--- config.mk ---
export PLATFORM = sky130hd
export DESIGN_NAME = pipe_mem_arbiter
export DESIGN_NICKNAME = d
export VERILOG_FILES = /design/src/rtl/pipe_mem_pkg.sv /design/src/rtl/pipe_mem_arbiter_refill_counter.sv /design/src/rtl/pipe_mem_arbiter.sv
export SDC_FILE = /design/constraint.sdc
export NUM_CORES = 1
export LEC_CHECK = 0
export ABC_AREA = 0
export BUFFER_PORTS_ARGS = -buffer_cell sky130_fd_sc_hd__buf_4
export CORE_MARGIN = 2
export CORE_UTILIZATION = 50
export DETAILED_ROUTE_END_ITERATION = 10
export PLACE_DENSITY = 0.77
export SYNTH_ARGS = -nofsm -noshare
export SYNTH_HDL_FRONTEND = slang
export SYNTH_HIERARCHICAL = 1
export SYNTH_SLANG_ARGS = --single-unit
--- constraint.sdc ---
create_clock -name clk -period 4.7 [get_ports clk]
set_input_delay 0.235 -clock clk [delete_from_list [all_inputs] [get_ports clk]]
set_output_delay 0.235 -clock clk [all_outputs]
set_load 0.02 [all_outputs]
--- src/rtl/pipe_mem_pkg.sv ---
// ---------------------------------------------------------------------------
// pipe_mem_pkg
//   Shared types and helpers for the pipeline memory arbiter slice.
//
//   Contents:
//     ST_*         raw state encodings (kept for legacy waveform/decoder tools)
//     state_t      arbiter FSM states: IDLE, DM_XFER, IF_XFER
//     grant_t      identity of the last requester granted: GRANT_IF, GRANT_DM
//     BLOCK_IDX_W  word-index width for the default 4-word refill block
//     idx_width()  word-index width for an arbitrary block size
// ---------------------------------------------------------------------------
package pipe_mem_pkg;

   localparam logic [1:0] ST_IDLE    = 2'd0;
   localparam logic [1:0] ST_DM_XFER = 2'd1;
   localparam logic [1:0] ST_IF_XFER = 2'd2;

   typedef enum logic [1:0] {
      IDLE    = ST_IDLE,
      DM_XFER = ST_DM_XFER,
      IF_XFER = ST_IF_XFER
   } state_t;

   typedef enum logic {
      GRANT_IF = 1'b0,
      GRANT_DM = 1'b1
   } grant_t;

   localparam int unsigned BLOCK_WORDS_DEF = 4;
   localparam int unsigned BLOCK_IDX_W     = $clog2(BLOCK_WORDS_DEF);

   // Width of a word index within a refill block; never narrower than 1 bit.
   function automatic int unsigned idx_width(input int unsigned words);
      return (words < 2) ? 1 : $clog2(words);
   endfunction

endpackage

--- src/rtl/pipe_mem_arbiter_refill_counter.sv ---
// ---------------------------------------------------------------------------
// refill_counter
//   Word counter for the icache refill burst plus the burst address adder.
//
//   Ports:
//     clk        system clock, rising edge
//     rst_n      synchronous active-low reset (cnt -> 0)
//     clr        force cnt to 0 on the next edge
//     inc        advance cnt on the next edge (wraps after the last word)
//     base       block-aligned burst base address
//     cnt        current word index
//     last       cnt addresses the final word of the block
//     next_addr  base + (value cnt takes on the next edge), modulo 2^ADDR_W
// ---------------------------------------------------------------------------
module refill_counter
   import pipe_mem_pkg::*;
#(
   parameter int unsigned ADDR_W      = 16,
   parameter int unsigned BLOCK_WORDS = 4
) (
   input  logic                              clk,
   input  logic                              rst_n,
   input  logic                              clr,
   input  logic                              inc,
   input  logic [ADDR_W-1:0]                 base,
   output logic [idx_width(BLOCK_WORDS)-1:0] cnt,
   output logic                              last,
   output logic [ADDR_W-1:0]                 next_addr
);

   localparam int unsigned      IDX_W    = idx_width(BLOCK_WORDS);
   localparam logic [IDX_W-1:0] LAST_IDX = IDX_W'(BLOCK_WORDS - 1);

   logic [IDX_W-1:0] cnt_next;

   always_comb begin
      cnt_next = cnt;
      if (clr) begin
         cnt_next = '0;
      end else if (inc) begin
         cnt_next = cnt + IDX_W'(1);
      end
   end

   // Address of the word that will be on the bus after this edge, so the
   // arbiter can register mem_addr without waiting a cycle for cnt.
   assign next_addr = base + ADDR_W'(cnt_next);
   assign last      = (cnt == LAST_IDX);

   always_ff @(posedge clk) begin
      if (!rst_n) begin
         cnt <= '0;
      end else begin
         cnt <= cnt_next;
      end
   end

endmodule

--- src/rtl/pipe_mem_arbiter.sv ---
// ---------------------------------------------------------------------------
// pipe_mem_arbiter
//   Shares the single backing-memory port between the icache refill engine
//   (BLOCK_WORDS-word burst) and the MEM-stage data access (one word), and
//   produces the global pipeline stall.
//
//   Ports:
//     clk, rst_n      clock (rising edge), synchronous active-low reset
//     if_req          icache refill request, held until if_done
//     if_addr         miss address (low index bits ignored)
//     if_rdata        refill word
//     if_rvalid       one-cycle pulse per refill word
//     if_word_idx     index of the word on if_rdata
//     if_done         one-cycle pulse with the last if_rvalid
//     dm_req          data access request, held until dm_done
//     dm_we           1 = write, 0 = read
//     dm_addr         data address
//     dm_wdata        write data
//     dm_rdata        read data, valid while dm_done is high
//     dm_done         one-cycle completion pulse
//     mem_req         memory request
//     mem_we          memory write enable
//     mem_addr        memory address
//     mem_wdata       memory write data
//     mem_rdata       memory read data, valid with mem_ack
//     mem_ack         one-cycle acknowledge; transfer on mem_req & mem_ack
//     pipe_stall      freezes all pipeline registers while a request is open
// ---------------------------------------------------------------------------
module pipe_mem_arbiter
   import pipe_mem_pkg::*;
#(
   parameter int unsigned ADDR_W      = 16,
   parameter int unsigned DATA_W      = 16,
   parameter int unsigned BLOCK_WORDS = 4
) (
   input  logic                              clk,
   input  logic                              rst_n,

   input  logic                              if_req,
   input  logic [ADDR_W-1:0]                 if_addr,
   output logic [DATA_W-1:0]                 if_rdata,
   output logic                              if_rvalid,
   output logic [idx_width(BLOCK_WORDS)-1:0] if_word_idx,
   output logic                              if_done,

   input  logic                              dm_req,
   input  logic                              dm_we,
   input  logic [ADDR_W-1:0]                 dm_addr,
   input  logic [DATA_W-1:0]                 dm_wdata,
   output logic [DATA_W-1:0]                 dm_rdata,
   output logic                              dm_done,

   output logic                              mem_req,
   output logic                              mem_we,
   output logic [ADDR_W-1:0]                 mem_addr,
   output logic [DATA_W-1:0]                 mem_wdata,
   input  logic [DATA_W-1:0]                 mem_rdata,
   input  logic                              mem_ack,

   output logic                              pipe_stall
);

   localparam int unsigned       IDX_W      = idx_width(BLOCK_WORDS);
   localparam logic [ADDR_W-1:0] ALIGN_MASK = ~ADDR_W'(BLOCK_WORDS - 1);

   state_t              state;
   grant_t              last_grant;
   logic [ADDR_W-1:0]   if_base;

   logic                if_valid;
   logic                dm_valid;
   logic                grant_dm;
   logic                grant_if;
   logic                xfer;
   logic                if_ack;

   logic [IDX_W-1:0]    cnt;
   logic                cnt_last;
   logic [ADDR_W-1:0]   burst_next_addr;

   // ------------------------------------------------------------------------
   // Grant logic. A requester whose done pulse is visible this cycle is still
   // holding req (it drops it this cycle), so it must not be granted again.
   // ------------------------------------------------------------------------
   assign if_valid = if_req & ~if_done;
   assign dm_valid = dm_req & ~dm_done;

   // Round-robin on contention: DM wins unless it was the last one served.
   assign grant_dm = dm_valid & (~if_valid | (last_grant == GRANT_IF));
   assign grant_if = if_valid & ~grant_dm;

   assign xfer   = mem_req & mem_ack;
   assign if_ack = (state == IF_XFER) & xfer;

   assign pipe_stall = (if_req & ~if_done) | (dm_req & ~dm_done);

   // ------------------------------------------------------------------------
   // Refill word counter and burst address adder
   // ------------------------------------------------------------------------
   refill_counter #(
      .ADDR_W      (ADDR_W),
      .BLOCK_WORDS (BLOCK_WORDS)
   ) u_refill_counter (
      .clk       (clk),
      .rst_n     (rst_n),
      .clr       (state == IDLE),
      .inc       (if_ack),
      .base      (if_base),
      .cnt       (cnt),
      .last      (cnt_last),
      .next_addr (burst_next_addr)
   );

   // ------------------------------------------------------------------------
   // FSM and registered outputs
   // ------------------------------------------------------------------------
   always_ff @(posedge clk) begin
      if (!rst_n) begin
         state       <= IDLE;
         last_grant  <= GRANT_IF;
         if_base     <= '0;
         mem_req     <= 1'b0;
         mem_we      <= 1'b0;
         mem_addr    <= '0;
         mem_wdata   <= '0;
         if_rdata    <= '0;
         if_rvalid   <= 1'b0;
         if_word_idx <= '0;
         if_done     <= 1'b0;
         dm_rdata    <= '0;
         dm_done     <= 1'b0;
      end else begin
         if_rvalid <= 1'b0;
         if_done   <= 1'b0;
         dm_done   <= 1'b0;

         case (state)
            IDLE: begin
               if (grant_dm) begin
                  state      <= DM_XFER;
                  last_grant <= GRANT_DM;
                  mem_req    <= 1'b1;
                  mem_we     <= dm_we;
                  mem_addr   <= dm_addr;
                  mem_wdata  <= dm_wdata;
               end else if (grant_if) begin
                  state      <= IF_XFER;
                  last_grant <= GRANT_IF;
                  if_base    <= if_addr & ALIGN_MASK;
                  mem_req    <= 1'b1;
                  mem_we     <= 1'b0;
                  mem_addr   <= if_addr & ALIGN_MASK;
               end
            end

            DM_XFER: begin
               if (xfer) begin
                  if (!mem_we) begin
                     dm_rdata <= mem_rdata;
                  end
                  dm_done <= 1'b1;
                  mem_req <= 1'b0;
                  mem_we  <= 1'b0;
                  state   <= IDLE;
               end
            end

            IF_XFER: begin
               if (if_ack) begin
                  if_rdata    <= mem_rdata;
                  if_rvalid   <= 1'b1;
                  if_word_idx <= cnt;
                  if (cnt_last) begin
                     if_done <= 1'b1;
                     mem_req <= 1'b0;
                     state   <= IDLE;
                  end else begin
                     // mem_req stays high; only the address moves on.
                     mem_addr <= burst_next_addr;
                  end
               end
            end

            default: begin
               state   <= IDLE;
               mem_req <= 1'b0;
               mem_we  <= 1'b0;
            end
         endcase
      end
   end

endmodule

# Word-level counts from Yosys, hierarchy flattened

Index checks and enable logic that the tools add are counted.

Register bits: 90
Output and inout port bits: 72

$add $sub $neg: 2
Equal/unequal tests: 8
Mux-type cells: 26
Bitwise operators: 15
Reductions and logical operators: 14

Operator list:

| cell                                                            | count |
|---|---|
| 16-bit 2-to-1 mux                                               | 4 |
| 16-bit case mux with 2 select lines                             | 1 |
| 16-bit by 2-bit adder with 16-bit output                        | 1 |
| 2-bit 2-to-1 mux                                                | 7 |
| 3-bit AND reduction                                             | 4 |
| 1-bit 2-to-1 mux                                                | 11 |
| 2-bit AND reduction                                             | 5 |
| 2-bit inequality test, second input constant                    | 4 |
| 4-bit AND reduction                                             | 2 |
| 1-bit inverter                                                  | 7 |
| 1-bit bitwise AND                                               | 6 |
| 1-bit case mux with 3 select lines                              | 2 |
| 2-bit case mux with 3 select lines                              | 1 |
| 2-bit == test, second input constant                            | 2 |
| 2-bit nonzero test                                              | 2 |
| 3-bit inequality test, second input constant                    | 1 |
| 2-bit by 1-bit adder with 2-bit output, second input constant   | 1 |
| 2-bit by 1-bit == test with 1-bit output, second input constant | 1 |
| 2-bit logical NOT                                               | 1 |
| 1-bit bitwise OR                                                | 2 |

# Logic depth before layout (Yosys ltp)

Word-level depth: 10
Gate-level depth with buffers: 15

# Modules after synthesis

Netlist, hierarchy kept.

By module, submodules not included:

| module           | instances | cells an instance | area an instance (µm²) | seq. area each (µm²) |
|---|---|---|---|---|
| pipe_mem_arbiter | 1         | 404               | 3,777.4                | 1,761.7 |
| refill_counter   | 1         | 51                | 426.7                  | 40.0 |

# Worst setup path before layout

OpenSTA, ideal clock, no wires.

Path type: register to register
Start: reg mem_req
End: reg mem_addr[1]
Data arrival time: 1.890 ns
Required time: 4.560 ns
Slack: 2.669 ns
Stages on the path, launching flop included: 10
Buffers on the path: 2
Clock period less this slack: 2.031 ns
Cells stage by stage: dfxtp_1 -> nand4b_4 -> buf_4 -> inv_2 -> buf_4 -> mux2i_1 -> nor2_1 -> fa_1 -> nand2_1 -> a31oi_1

Cells in the longest elaborated chain, start to end: 8
Elaborated cells between the ends (all ways): 10

Ends and longest elaborated chain:

| item                                     | RTL line                              | text |
|---|---|---|
| from (decl)                              | pipe_mem_arbiter.sv:53                | `output logic mem_req,` |
| from (signal assigned)                   | pipe_mem_arbiter.sv:122               | `mem_req <= 1'b0;` |
| from (signal assigned)                   | pipe_mem_arbiter.sv:142               | `mem_req <= 1'b1;` |
| from (signal assigned)                   | pipe_mem_arbiter.sv:150               | `mem_req <= 1'b1;` |
| 1-bit bitwise AND                        | pipe_mem_arbiter.sv:92                | `assign xfer = mem_req & mem_ack;` |
| 1-bit bitwise AND                        | pipe_mem_arbiter.sv:93                | `assign if_ack = (state == IF_XFER) & xfer;` |
| via if_ack                               | pipe_mem_arbiter.sv:75                | `logic if_ack;` |
| 2-bit 2-to-1 mux                         | pipe_mem_arbiter_refill_counter.sv:40 | `end else if (inc) begin` |
| 2-bit 2-to-1 mux                         | pipe_mem_arbiter_refill_counter.sv:38 | `if (clr) begin` |
| via u_refill_counter.cnt_next[1]         | pipe_mem_arbiter_refill_counter.sv:34 | `logic [IDX_W-1:0] cnt_next;` |
| 16-bit by 2-bit adder with 16-bit output | pipe_mem_arbiter_refill_counter.sv:47 | `assign next_addr = base + ADDR_W'(cnt_next);` |
| via burst_next_addr[1]                   | pipe_mem_arbiter.sv:79                | `logic [ADDR_W-1:0] burst_next_addr;` |
| 16-bit 2-to-1 mux                        | pipe_mem_arbiter.sv:173               | `if (cnt_last) begin` |
| 16-bit 2-to-1 mux                        | pipe_mem_arbiter.sv:169               | `if (if_ack) begin` |
| 16-bit case mux with 2 select lines      | pipe_mem_arbiter.sv:137               | `case (state)` |
| to (signal assigned)                     | pipe_mem_arbiter.sv:144               | `mem_addr <= dm_addr;` |
| to (signal assigned)                     | pipe_mem_arbiter.sv:152               | `mem_addr <= if_addr & ALIGN_MASK;` |
| to (signal assigned)                     | pipe_mem_arbiter.sv:179               | `mem_addr <= burst_next_addr;` |
| to (decl)                                | pipe_mem_arbiter.sv:55                | `output logic [ADDR_W-1:0] mem_addr,` |

The timed path passes the listed nets, and every way through them passes these cells. The select of a mux whose other input is x is not followed.
A chain may end at the register's enable or synchronous reset.

# Worst setup path in the final report

Start: reg state[1]
End: reg mem_addr[1]

Cells in the longest elaborated chain, start to end: 8
Elaborated cells between the ends (all ways): 14

Ends and longest elaborated chain:

| item                                         | RTL line                              | text |
|---|---|---|
| from (decl)                                  | pipe_mem_arbiter.sv:66                | `state_t state;` |
| from (signal assigned)                       | pipe_mem_arbiter.sv:119               | `state <= IDLE;` |
| from (signal assigned)                       | pipe_mem_arbiter.sv:140               | `state <= DM_XFER;` |
| from (signal assigned)                       | pipe_mem_arbiter.sv:147               | `state <= IF_XFER;` |
| 2-bit == test                                | pipe_mem_arbiter.sv:93                |  |
| 1-bit bitwise AND                            | pipe_mem_arbiter.sv:93                |  |
| 2-bit 2-to-1 mux                             | pipe_mem_arbiter_refill_counter.sv:40 |  |
| 2-bit 2-to-1 mux (*)                         | pipe_mem_arbiter_refill_counter.sv:38 |  |
| via u_refill_counter.cnt_next[1]             | pipe_mem_arbiter_refill_counter.sv:34 |  |
| 16-bit by 2-bit adder with 16-bit output (*) | pipe_mem_arbiter_refill_counter.sv:47 |  |
| via burst_next_addr[1]                       | pipe_mem_arbiter.sv:79                |  |
| 16-bit 2-to-1 mux (*)                        | pipe_mem_arbiter.sv:173               |  |
| 16-bit 2-to-1 mux (*)                        | pipe_mem_arbiter.sv:169               |  |
| 16-bit case mux with 2 select lines (*)      | pipe_mem_arbiter.sv:137               |  |

The timed path passes the listed nets; every way through them passes the cells marked *. The select of a mux whose other input is x is not followed.

==> impl_metrics.tcl <==
set metrics [dict create \
    worstSetupPathType "flip-flop to flip-flop" \
    yosysSeqAreaShare_pct 42.9 \
    slew_headroom_pct 30.9 \
    wl_per_cell_um 15.0 \
    synth.ff_latch_count 90 \
    cts.sink_count 90 \
    postCtsSetupBuffers 0 \
    antenna_found_initial 0 \
    antenna_left 0 \
    timing.setup.tns_ps 0 \
    vias 3588 \
    power.density_nw_per_um2 318 \
    synth_top_area_share_pct 42.9 \
    antennaDiodeCount 0 \
    regArea_um2 1800 \
    final_common_cell "buf_4" \
    cts_root_buffer "clkbuf_8" \
    routed_via_density 5.22 \
    crit_family "flip-flops" \
    slowest_stage "dfxtp_1" \
    gp_congestion 0.789 \
    rows 33 \
    cp_max_fo 22 \
    grt_max_degree 106 \
    coreArea_um2 8180 \
    syn_area_per_cell_um2 9.24 \
    htreeDepth 3 \
    grt_overflow 0 \
    synthFlopType "dfxtp_1" \
    min_to "mem_wdata[0]" \
    port_buffers 139 \
    drive_gt1_share_pct 29.0 \
    die_width_um 95.7 \
    reg2reg_from "state[1]" \
    synth-edff-count 0 \
    grt_use_total_pct 22.5 \
    syn-cell-area_um2 4200 \
    drc 0 \
    synthCells 455 \
    finish.net_count 651 \
    first_pass_iters 4 \
    areaGrowthSynthToFinish_pct 28.6 \
    dp_hpwl_um 7080 \
    cp-end-kind "flip-flop" \
    detail_route.iter0.violations 112 \
    status "finished clean" \
    required_ps 4940 \
    max-cap-violations 0 \
    hold_viol_final 0 \
    setup_viol 0 \
    nFillCells 691 \
    cts_buffers 9 \
    period_share_pct 53.2 \
    critPathLaunchType "flip-flop" \
    yosys_warnings 6 \
    yosys.area.top_type "dfxtp_1" \
    min-delay-start "dm_wdata[0]" \
    cts_hold_buf 0 \
    floorplan.initialDensity_pct 51.4 \
    grt_pass1_vias 3360 \
    holdPathStages 3 \
    drv_slew 0 \
    reg2reg_slack_ps 2200 \
    fp.dieH_um 95.7 \
    peakVddDrop_mv 0.151 \
    grt_pass1_wl_um 16000 \
    reg2reg_depth 7 \
    cts_tree "done" \
    utilization_pct 66.1 \
    power_leakage_nw 2.32 \
    clockBufferDepth 2 \
    wl_um 10300 \
    ys_types 50 \
    clock_latency_ps 360 \
    timing.fmax_mhz 400 \
    cp.arrival_ps 2740 \
    synthArstFlopShare_pct 0 \
    slowest_delay_ps 610 \
    ioPinCount 142 \
    crit_chain "nand4b_4, inv_2, mux2i_1, nor2_1, fa_1, nand2_1, a31oi_1" \
    die_area_um2 9160 \
    hold_path_class "input port to flip-flop" \
    clkTransAtPathRegs_ps 80 \
    multi_input_area_um2 2180 \
    cts_resized 0 \
    critical_path_buf_inv_count 1 \
    skew_ps 9.77 \
    mostFrequentLayoutCells "buf_4, nand2_1, dfxtp_1, a21boi_0" \
    tightest_slew_ps 1030 \
    synthTopCellsByArea "dfxtp_1, nand2_1, mux2i_1" \
    grt_setup_unrepaired "no" \
    layout_min_cycle_time_ps 2500 \
    r2r-end "mem_addr[1]" \
]
-- per-stage QoR --
step	cells	cell area, µm²	hold slack (ps)	setup slack (ps)	total power [mW]
floorplan	457	4210	357	2670	1.07
global placement	671	5210	444	2220	1.20
detailed placement	671	5210	459	2190	1.21
CTS	687	5410	109	2170	1.74
global route	687	5410	114	2030	1.81
finish	687	5410	131	2200	1.72
-- per-layer routing --
layer | vias up | GRT usage (%) | part of all wire [%]
met5 | - | 0 | 0
met4 | 0 | 8.93 | 1.2
met3 | 9 | 4.62 | 5.5
met2 | 102 | 38.5 | 49
met1 | 1653 | 27.6 | 44
li1 | 1824 | - | -
-- final cells by class --
cell class,instances,share of cell area (%)
Tap cell,105,2.43
Inverter,3,0.463
Timing Repair Buffer,142,19.7
Clock inverter,4,0.949
Sequential cell,90,33.3
Clock buffer,12,2.69
Multi-Input combinational cell,331,40.4
-- state kept, by name, indices dropped and copies added, names as in the netlist --
name                  cells
dm_rdata                 16
state                     2
dm_done                   1
last_grant                1
if_base                  14
u_refill_counter/cnt      2
if_rdata                 16
if_word_idx               2
if_rvalid                 1
mem_addr                 16
mem_we                    1
mem_wdata                16
if_done                   1
mem_req                   1
-- Yosys cell counts, types with 2 or more instances --
library cell and instances:
buf_4 8, a211oi_1 14, xnor2_1 10, nand2b_1 4, dfxtp_1 90, and2_1 3, mux2i_1 32, and4_1 3
and3_1 18, clkbuf_1 15, a21boi_0 33, nor2_4 2, nor2b_1 32, nand4_1 2, o31ai_1 2, nor2_1 7
o22ai_1 14, a31oi_1 2, buf_2 6, o21ai_0 2, nand3_1 10, o221ai_1 14, a21oi_1 5, xor2_1 5
nand2_1 92, buf_6 3, ha_1 3, a21boi_1 2
-- worst max path at each step --
stage,slack [ps],depth (start not counted),from,end
2_1_floorplan,2670,9,mem_req,mem_addr[1]
3_3_place_gp,2220,7,state[1],mem_addr[1]
3_5_place_dp,2190,7,state[1],mem_addr[1]
4_1_cts,2170,7,state[1],mem_addr[1]
5_1_grt,2030,7,state[1],mem_addr[1]
6_report,2200,7,state[1],mem_addr[1]
-- report_power, final --
group,internal [mW],switching [mW]
registers,0.808,0.0380
clock network,0.261,0.268
logic,0.161,0.184
total,1.23,0.490
-- kinds of logic after synthesis --
kind of cell	after synthesis	synth area share, %
adder cells (fa/ha/maj)	4	1.37
AND/OR/NAND/NOR	182	22.7
flip-flops	90	42.9
buffers and inverters	36	5.36
AO/OA/AOI/OAI	95	16.9
XOR/XNOR	15	3.12
multiplexers	32	7.62
other	1	0.0892
-- worst min-delay path, delay by kind of cell --
family,cells,cell delay (ps)
buffers and inverters,1,110
and+or+nand+nor,1,40
AOI/OAI and AO/OA,1,60
Power figures use the tool's default switching activity.
